[src/rtl/uart_arb_pkg.sv]
// uart_arb_pkg: shared types and defaults
// for the uart_tx round-robin arbiter.
package uart_arb_pkg;

  typedef enum logic [1:0] {
    IDLE      = 2'd0,
    LAUNCH    = 2'd1,
    WAIT_DONE = 2'd2
  } arb_state_e;

  localparam int NUM_REQ_DEF    = 4;
  localparam int DATA_WIDTH_DEF = 8;
  localparam int TIMEOUT_DEF    = 4096;

endpackage

[src/rtl/uart_tx_arb_if.sv]
// uart_tx_arb_if: requester bus plus the
// uart_tx side-band, bundled for the arbiter.
interface uart_tx_arb_if #(
  parameter int NUM_REQ    = 4,
  parameter int DATA_WIDTH = 8
);

  logic [NUM_REQ-1:0]            req;
  logic [NUM_REQ*DATA_WIDTH-1:0] req_data;
  logic [NUM_REQ-1:0]            gnt;
  logic [NUM_REQ-1:0]            done;
  logic                          err;
  logic                          busy;
  logic                          newd;
  logic [DATA_WIDTH-1:0]         din;
  logic                          tx_line;
  logic                          done_tx;

  modport slave (
    input  req, req_data, tx_line, done_tx,
    output gnt, done, err, busy, newd, din
  );

  modport master (
    output req, req_data, tx_line, done_tx,
    input  gnt, done, err, busy, newd, din
  );

endinterface

[src/rtl/uart_rr_pick.sv]
// uart_rr_pick: rotating-priority search,
// first set request at or after ptr_i.
module uart_rr_pick #(
  parameter  int NUM_REQ = 4,
  localparam int IW      = $clog2(NUM_REQ)
) (
  input  logic [NUM_REQ-1:0] req_i,
  input  logic [IW-1:0]      ptr_i,
  output logic               valid_o,
  output logic [IW-1:0]      idx_o
);

  function automatic logic [IW-1:0] wrap(
    input logic [IW-1:0] p,
    input int            k
  );
    logic [IW:0] s;
    s = {1'b0, p} + (IW+1)'(k);
    if (s >= (IW+1)'(NUM_REQ))
      s = s - (IW+1)'(NUM_REQ);
    return s[IW-1:0];
  endfunction

  // Walk offsets high to low so the smallest
  // offset from ptr_i is the one that sticks.
  always_comb begin
    valid_o = 1'b0;
    idx_o   = ptr_i;
    for (int k = NUM_REQ - 1; k >= 0; k--) begin
      if (req_i[wrap(ptr_i, k)]) begin
        valid_o = 1'b1;
        idx_o   = wrap(ptr_i, k);
      end
    end
  end

endmodule

[src/rtl/uart_tx_arb.sv]
// uart_tx_arb: shares one uart_tx among NUM_REQ
// requesters, round-robin, with a per-byte watchdog.
module uart_tx_arb
  import uart_arb_pkg::*;
#(
  parameter int NUM_REQ    = NUM_REQ_DEF,
  parameter int DATA_WIDTH = DATA_WIDTH_DEF,
  parameter int TIMEOUT    = TIMEOUT_DEF
) (
  input logic         clk,
  input logic         reset,
  uart_tx_arb_if.slave bus
);

  localparam int IW = $clog2(NUM_REQ);
  localparam int TW = $clog2(TIMEOUT);

  arb_state_e            state_q, state_d;
  logic [IW-1:0]         ptr_q, ptr_d;
  logic [IW-1:0]         cur_q, cur_d;
  logic [TW-1:0]         timer_q, timer_d;
  logic [NUM_REQ-1:0]    gnt_q, gnt_d;
  logic [NUM_REQ-1:0]    done_q, done_d;
  logic                  err_q, err_d;
  logic                  newd_q, newd_d;
  logic [DATA_WIDTH-1:0] din_q, din_d;
  logic                  dtx_q;

  logic          pick_v;
  logic [IW-1:0] pick_idx;
  logic          dtx_rise;
  logic          tmo;

  uart_rr_pick #(
    .NUM_REQ (NUM_REQ)
  ) u_pick (
    .req_i   (bus.req),
    .ptr_i   (ptr_q),
    .valid_o (pick_v),
    .idx_o   (pick_idx)
  );

  function automatic logic [IW-1:0] nxt(
    input logic [IW-1:0] i
  );
    if (i == IW'(NUM_REQ - 1))
      return '0;
    return i + IW'(1);
  endfunction

  assign dtx_rise = bus.done_tx & ~dtx_q;
  assign tmo      = (timer_q == TW'(TIMEOUT - 1));

  // Next-state, grant/launch and completion logic.
  always_comb begin
    state_d = state_q;
    ptr_d   = ptr_q;
    cur_d   = cur_q;
    timer_d = timer_q;
    gnt_d   = '0;
    done_d  = '0;
    err_d   = 1'b0;
    newd_d  = newd_q;
    din_d   = din_q;
    unique case (state_q)
      IDLE: begin
        newd_d = 1'b0;
        if (pick_v) begin
          state_d         = LAUNCH;
          cur_d           = pick_idx;
          din_d           = bus.req_data[
            pick_idx*DATA_WIDTH +: DATA_WIDTH];
          gnt_d[pick_idx] = 1'b1;
          timer_d         = '0;
          newd_d          = 1'b1;
        end
      end
      LAUNCH: begin
        timer_d = timer_q + TW'(1);
        if (tmo) begin
          done_d[cur_q] = 1'b1;
          err_d         = 1'b1;
          newd_d        = 1'b0;
          ptr_d         = nxt(cur_q);
          state_d       = IDLE;
        end else if (!bus.tx_line) begin
          newd_d  = 1'b0;
          state_d = WAIT_DONE;
        end
      end
      WAIT_DONE: begin
        timer_d = timer_q + TW'(1);
        if (dtx_rise) begin
          done_d[cur_q] = 1'b1;
          newd_d        = 1'b0;
          ptr_d         = nxt(cur_q);
          state_d       = IDLE;
        end else if (tmo) begin
          done_d[cur_q] = 1'b1;
          err_d         = 1'b1;
          newd_d        = 1'b0;
          ptr_d         = nxt(cur_q);
          state_d       = IDLE;
        end
      end
      default: begin
        newd_d  = 1'b0;
        state_d = IDLE;
      end
    endcase
  end

  // State and output registers, sync active-low reset.
  always_ff @(posedge clk) begin
    if (!reset) begin
      state_q <= IDLE;
      ptr_q   <= '0;
      cur_q   <= '0;
      timer_q <= '0;
      gnt_q   <= '0;
      done_q  <= '0;
      err_q   <= 1'b0;
      newd_q  <= 1'b0;
      din_q   <= '0;
      dtx_q   <= 1'b0;
    end else begin
      state_q <= state_d;
      ptr_q   <= ptr_d;
      cur_q   <= cur_d;
      timer_q <= timer_d;
      gnt_q   <= gnt_d;
      done_q  <= done_d;
      err_q   <= err_d;
      newd_q  <= newd_d;
      din_q   <= din_d;
      dtx_q   <= bus.done_tx;
    end
  end

  assign bus.gnt  = gnt_q;
  assign bus.done = done_q;
  assign bus.err  = err_q;
  assign bus.busy = (state_q != IDLE);
  assign bus.newd = newd_q;
  assign bus.din  = din_q;

endmodule

[src/flat_wrapper.sv]
// flat-port wrapper written by rule: the top's interface ports become plain ports
module uart_tx_arb_flat import uart_arb_pkg::*;
#(
  parameter int NUM_REQ    = NUM_REQ_DEF,
  parameter int DATA_WIDTH = DATA_WIDTH_DEF,
  parameter int TIMEOUT    = TIMEOUT_DEF
)
  (clk, reset, bus_req, bus_req_data, bus_tx_line, bus_done_tx, bus_gnt, bus_done, bus_err, bus_busy, bus_newd, bus_din);
  uart_tx_arb_if #(.NUM_REQ(NUM_REQ), .DATA_WIDTH(DATA_WIDTH)) bus_i ();
  input logic clk;
  input logic reset;
  input wire logic [$bits(bus_i.req)-1:0] bus_req;
  input wire logic [$bits(bus_i.req_data)-1:0] bus_req_data;
  input wire logic [$bits(bus_i.tx_line)-1:0] bus_tx_line;
  input wire logic [$bits(bus_i.done_tx)-1:0] bus_done_tx;
  output wire logic [$bits(bus_i.gnt)-1:0] bus_gnt;
  output wire logic [$bits(bus_i.done)-1:0] bus_done;
  output wire logic [$bits(bus_i.err)-1:0] bus_err;
  output wire logic [$bits(bus_i.busy)-1:0] bus_busy;
  output wire logic [$bits(bus_i.newd)-1:0] bus_newd;
  output wire logic [$bits(bus_i.din)-1:0] bus_din;
  assign bus_i.req = bus_req;
  assign bus_i.req_data = bus_req_data;
  assign bus_i.tx_line = bus_tx_line;
  assign bus_i.done_tx = bus_done_tx;
  assign bus_gnt = bus_i.gnt;
  assign bus_done = bus_i.done;
  assign bus_err = bus_i.err;
  assign bus_busy = bus_i.busy;
  assign bus_newd = bus_i.newd;
  assign bus_din = bus_i.din;
  uart_tx_arb #(.NUM_REQ(NUM_REQ), .DATA_WIDTH(DATA_WIDTH), .TIMEOUT(TIMEOUT)) u_core (.clk(clk), .reset(reset), .bus(bus_i));
endmodule
[config.mk]
export PLATFORM = sky130hd
export DESIGN_NAME = uart_tx_arb_flat
export DESIGN_NICKNAME = d
export VERILOG_FILES = /design/src/rtl/uart_arb_pkg.sv /design/src/rtl/uart_tx_arb_if.sv /design/src/rtl/uart_rr_pick.sv /design/src/rtl/uart_tx_arb.sv /design/src/flat_wrapper.sv
export SDC_FILE = /design/constraint.sdc
export NUM_CORES = 1
export LEC_CHECK = 0
export BUFFER_PORTS_ARGS = -buffer_cell sky130_fd_sc_hd__buf_2
export CORE_MARGIN = 1.5
export CORE_UTILIZATION = 40
export CTS_BUF_LIST = sky130_fd_sc_hd__clkbuf_2 sky130_fd_sc_hd__clkbuf_4 sky130_fd_sc_hd__clkbuf_8
export DETAILED_ROUTE_END_ITERATION = 8
export PLACE_DENSITY = 0.69
export SLEW_MARGIN = 20
export SYNTH_ARGS = -nofsm -noshare
export SYNTH_HDL_FRONTEND = slang
export SYNTH_SLANG_ARGS = --single-unit
[constraint.sdc]
create_clock -name clk -period 2.9 [get_ports clk]
set_input_delay 0.145 -clock clk [delete_from_list [all_inputs] [get_ports clk]]
set_output_delay 0.145 -clock clk [all_outputs]
set_load 0.02 [all_outputs]
Word level (Yosys, flattened, before mapping):

Index checks and enable logic that the tools add are counted.

* add/sub/neg operators: 9
* magnitude comparators: 12
* equal/unequal tests: 8
* shift operators: 1
* multiplexer cells: 59
* bitwise gates (word level): 2
* reduce and logical (&&, ||, !) cells: 13

Operators by type and width (number)
* 2-to-1 mux 2 bit: 20
* indexed part select 32 x 6 -> 8 bit: 1
* 2-to-1 mux 1 bit: 24
* one-hot mux 12 bit (2 select lines): 1
* less-than comparator 2 x 3 -> 1 bit (second input constant): 6
* adder 12 x 1 -> 12 bit (second input constant): 1
* equality test 12 bit (second input constant): 1
* 2-to-1 mux 12 bit: 1
* >= comparator 3 bit (second input constant): 3
* AND reduction 3 bit: 3
* binary-select mux 1 bit (select 2 bit): 4
* 2-to-1 mux 4 bit: 2
* one-hot mux 4 bit (2 select lines): 1
* subtractor 2 x 1 -> 2 bit (second input constant): 4
* adder 2 x 2 -> 3 bit (second input constant): 2
* one-hot mux 2 bit (3 select lines): 1
* AND reduction 2 bit: 3
* nonzero test 2 bit: 3
* demux 1 bit (select 2 bit): 2
* equality test 2 bit (second input constant): 2
* >= comparator 2 x 1 -> 1 bit (second input constant): 2
* inequality test 2 x 1 -> 1 bit (second input constant): 2
* one-hot mux 2 bit (2 select lines): 1
* adder 2 x 1 -> 3 bit (second input constant): 1
* 12 further kinds: 13

* flip-flop bits (word level): 37
* input port bits: 40
* output and inout bits: 19
* word-level logic and storage cells: 114

Longest topological paths before layout:

* word-level depth: 13
* mapped depth: 9
* depth with buffers taken out: 7

Modules after synthesis:

A second synthesis with hierarchy kept.

* cells, all modules: 209
* area total of the unflattened synthesis: 1953.1 um2

By module, submodules not included
* uart_tx_arb: times used 1, cells each 193, area an instance 1853.0 um2, sequential area each 740.7 um2
* uart_rr_pick: times used 1, cells each 16, area an instance 100.1 um2, sequential area each 0.0 um2

Worst setup path before layout:

Ideal clock, no wire load.

* path type: flip-flop to flip-flop
* from: register u_core.state_q[0]
* to: register u_core.timer_q[11]
* setup time: 0.137 ns
* arrival: 1.586 ns
* data required time: 2.763 ns
* path slack: 1.177 ns
* cell stages (with the launch flop): 9
* path buffers: 1
* period minus slack after synthesis: 1.723 ns
* path through: dfxtp_1 > inv_1 > ha_1 > buf_2 > nor2_1 > a2111oi_4 > and2b_1 > xnor2_1 > nor2_1

* word-level cells in the longest chain between the ends: 4
* elaborated cells on any way between the ends: 8
* classes of those cells: eq/ne (3); mux (1); reduce/logical (4)

Ends and longest elaborated chain
* from (decl): line uart_tx_arb.sv:18 `arb_state_e state_q, state_d;`
* from (signal assigned): line uart_tx_arb.sv:127 `state_q <= state_d;`
* equality test 2 x 1 -> 1 bit or equality test 2 bit (tied branches): line uart_tx_arb.sv:65 `unique case (state_q)`
* OR reduction 2 bit (no source line)
* nonzero test 2 bit (no source line)
* AND reduction 2 bit (no source line)
* to (signal assigned): line uart_tx_arb.sv:130 `timer_q <= timer_d;`
* to (decl): line uart_tx_arb.sv:21 `logic [TW-1:0] timer_q, timer_d;`

Parallel ways exist; a longest one is shown, timed or not.
A chain may end at the register's enable or synchronous reset.

Worst setup path after layout:

Same ends and word-level chain as after synthesis.

==> impl_metrics.toml <==
[pwr]
p_int_uw = 1130
seqPwrFrac_pct = 36.4
power_uw = 1770
p_leak_uw = 0.00105
power_density_nw_per_um2 = 725
clockPowerShare_pct = 26.7
switching_share_pct = 36.2
vdd_drop_max_uv = 308
switchingPower_uw = 642
pwr-share-comb_pct = 36.9

[cts]
cts-root-buf = "clkbuf_8"
cts_buffers = 5
clkLatencyLatePin_ns = 0.29
cts_setup_buffers = 0
cts_sinks = 37
cts_resized = 0
cts.clk_slew.worst_paths_ns = 0.07
hold_buffers = 0
cts-htree-levels = 2
clk_path_buf_depth = 2
tritoncts = "done"

[hold_path]
min_path_cells = 2
hold_path_end = "u_core.dtx_q"
min_path_type = "input pin to register"
min_from = "bus_done_tx"

[synth]
synthMuxAreaShare_pct = 9.08
synth_compound_area_share_pct = 18.5
synthesis.instances = 208
ys_top_cells_by_area = "dfxtp_1 (37%), mux2i_1 (8.5%), ha_1 (5.0%), o221ai_2 (4.5%), nand2_1 (3.8%)"
synth_top_family_by_area = "simple AND/OR/NAND/NOR gates"
postSynthNetCount = 256
async_reset_ff_share_pct = 0
synth_ff_type = "dfxtp_1"
synth_top_cell_by_area = "dfxtp_1"
ys_seq_area_share_pct = 37.1
yosysTopAreaCellShare_pct = 37.1
ys_types = 48
synth_xor_area_share_pct = 4.38
yosys.area_share.simple_pct = 20.4
synth-edff-count = 0
avgSynthCellArea_um2 = 9.61
synth_seq_cells = 37
synth_warnings = 0
syn_area_um2 = 2000
ys_top_cells_by_count = "dfxtp_1 (37), nand2_1 (20), nor2_1 (19), mux2i_1 (17), inv_1 (11)"
synthAdderAreaFrac_pct = 5.01
yosysMostFrequentCell = "dfxtp_1"

[cells_and_area]
stdcell_area_um2 = 2450
num_antenna_cells = 0
num-fill-cells = 478
seqCellArea_um2 = 741
drive_gt1_share_pct = 33.7
utilization_pct = 51.5
stdcell_count = 334
syn_to_final_growth_pct = 22.5
fin_nets = 314
multi_input_comb_area_um2 = 1150

[global_route]
antenna_found_initial = 0
grt_pass1_wl_mm = 6.60
track_usage_pct = 16.1
grt_pass1_vias = 1474
grt_remaining_overflow = 0
grt_max_degree = 18

[floorplan]
io_pins = 59
core_um2 = 4750
rows = 25
initial_core_util_pct = 42.0
design.die.area_um2 = 5430
die_w_um = 73.7
die_h_um = 73.7

[critical_path]
cp_max_fo = 10
critPathArrivalTime_ns = 2.24
crit_buf_inv = 2
cp_slowest_stage_delay_ns = 0.71
cp_top_family = "compound AO/OA/AOI/OAI gates"
crit_chain = "inv_1 > ha_1 > inv_1 > o31ai_2 > nor2_1"
r2r_end = "u_core.timer_q[11]"
crit_type = "register to register"
critPathMostFrequentCell = "inv_1"
r2r_start = "u_core.state_q[0]"
critPathRequiredTime_ns = 3.05
worst_setup_path_start_kind = "register"
worst_setup_path_end_kind = "register"
crit_slowest_cell = "o31ai_2"
ff2ff_setup_slack_ns = 0.81
rr_worst_depth = 5

[routing]
met2WireLength_mm = 2.10
wirelength_mm = 4.11
ant_nets = 0
routed-wl-met3_um = 159
via_count = 1657
routedWlPerCell_um = 12.3
drt_iter0_markers = 90
met1Wirelength_mm = 1.77
routed.top_layer = "met4"
vias_per_cell = 4.96
route.detailed.drc = 0
firstDrtPassIters = 4

[sta]
min_period_over_period_pct = 71.9
setup_viol_count_final = 0
setup_tns_ns = 0
fmax_mhz = 480
hold_viol_final = 0
rsz0062_at_grt = "no"
slew_violations = 0
finClkSkew_ns = 0.00575
slew_headroom_pct = 50.7
worst_pin_slew_ns = 0.735
min_period_ns = 2.09

[status]
outcome = "completed"

[placement]
place.gp.congestion = 0.807
placed_cells = 326
dp_hpwl_mm = 3.08
placed_area_um2 = 2330
numPortBuffers = 58

[flow_run]
cap_viol_max_count = 0
kinds of logic (layout without fill, tap and decap cells):
logic type,Yosys count,after routing
AND/OR/NAND/NOR,74,74
XOR/XNOR,10,10
AO/OA/AOI/OAI,40,40
adder cells (fa/ha/maj),8,8
flip-flops,37,37
buffers and inverters,21,80
multiplexers,18,18
stage by stage:
step / setup slack, ns / hold slack (ns)
floorplan: 1.18 / 0.267
global placement: 0.866 / 0.379
detailed placement: 0.801 / 0.384
CTS: 0.786 / 0.0740
global route: 0.605 / 0.0802
finish: 0.815 / 0.0798
layout make-up:
| class | instances | share of cell area, % |
|---|---|---|
| Multi-Input combinational cell | 150 | 47.1 |
| Sequential cell | 37 | 30.3 |
| Timing Repair Buffer | 60 | 12.5 |
| Clock buffer | 7 | 3.68 |
| Tap cell | 67 | 3.42 |
| Inverter | 12 | 1.84 |
| Clock inverter | 1 | 1.23 |
registers in the layout, summed over array words and instances (netlist names):
| signal | flops |
|---|---|
| u_core.timer_q | 12 |
| u_core.bus.din | 8 |
| u_core.bus.done | 4 |
| u_core.bus.gnt | 4 |
| u_core.cur_q | 2 |
| u_core.ptr_q | 2 |
| u_core.state_q | 2 |
| u_core.bus.err | 1 |
| u_core.bus.newd | 1 |
| u_core.dtx_q | 1 |
worst max-delay path by stage:
stage | from | end | slack (ns) | depth (start not counted)
3_5_place_dp | u_core.state_q[0] | u_core.timer_q[11] | 0.80 | 5
3_3_place_gp | u_core.ptr_q[1] | u_core.bus.din[0] | 0.87 | 6
4_1_cts | u_core.state_q[0] | u_core.timer_q[11] | 0.79 | 5
2_1_floorplan | u_core.state_q[0] | u_core.timer_q[11] | 1.18 | 8
5_1_grt | u_core.state_q[0] | u_core.timer_q[11] | 0.61 | 5
6_report | u_core.state_q[0] | u_core.timer_q[11] | 0.81 | 5
worst register-to-register path, delay by kind of cell (launching register included):
family                     cells  cell delay (ns)
AOI/OAI and AO/OA              1             0.71
and+or+nand+nor                1             0.11
DFF                            1             0.33
adders and majority gates      1             0.47
buffers and inverters          2             0.33
cell usage in the layout (no fill, tap or decap), types with 7 or more instances in the layout:
| cell type | n |
|---|---|
| buf_2 | 58 |
| dfxtp_1 | 37 |
| nand2_1 | 20 |
| nor2_1 | 19 |
| mux2i_1 | 17 |
| inv_1 | 11 |
| nand3_1 | 8 |
| ha_1 | 8 |
| o21ai_0 | 7 |
layer usage:
metal,vias to the layer above,global-route usage [%]
met5,-,0
met4,0,8.64
met3,8,3.84
met2,36,27.5
met1,765,18.5
li1,848,-
power by group through the flow:
stage          clock network (uW)  logic [uW]  registers, uW
6_report                      474         654            646
5_1_grt                       513         722            660
4_1_cts                       486         663            646
3_5_place_dp                    0         661            656
3_3_place_gp                    0         650            655
2_1_floorplan                   0         445            708
Power figures use the tool's default switching activity.
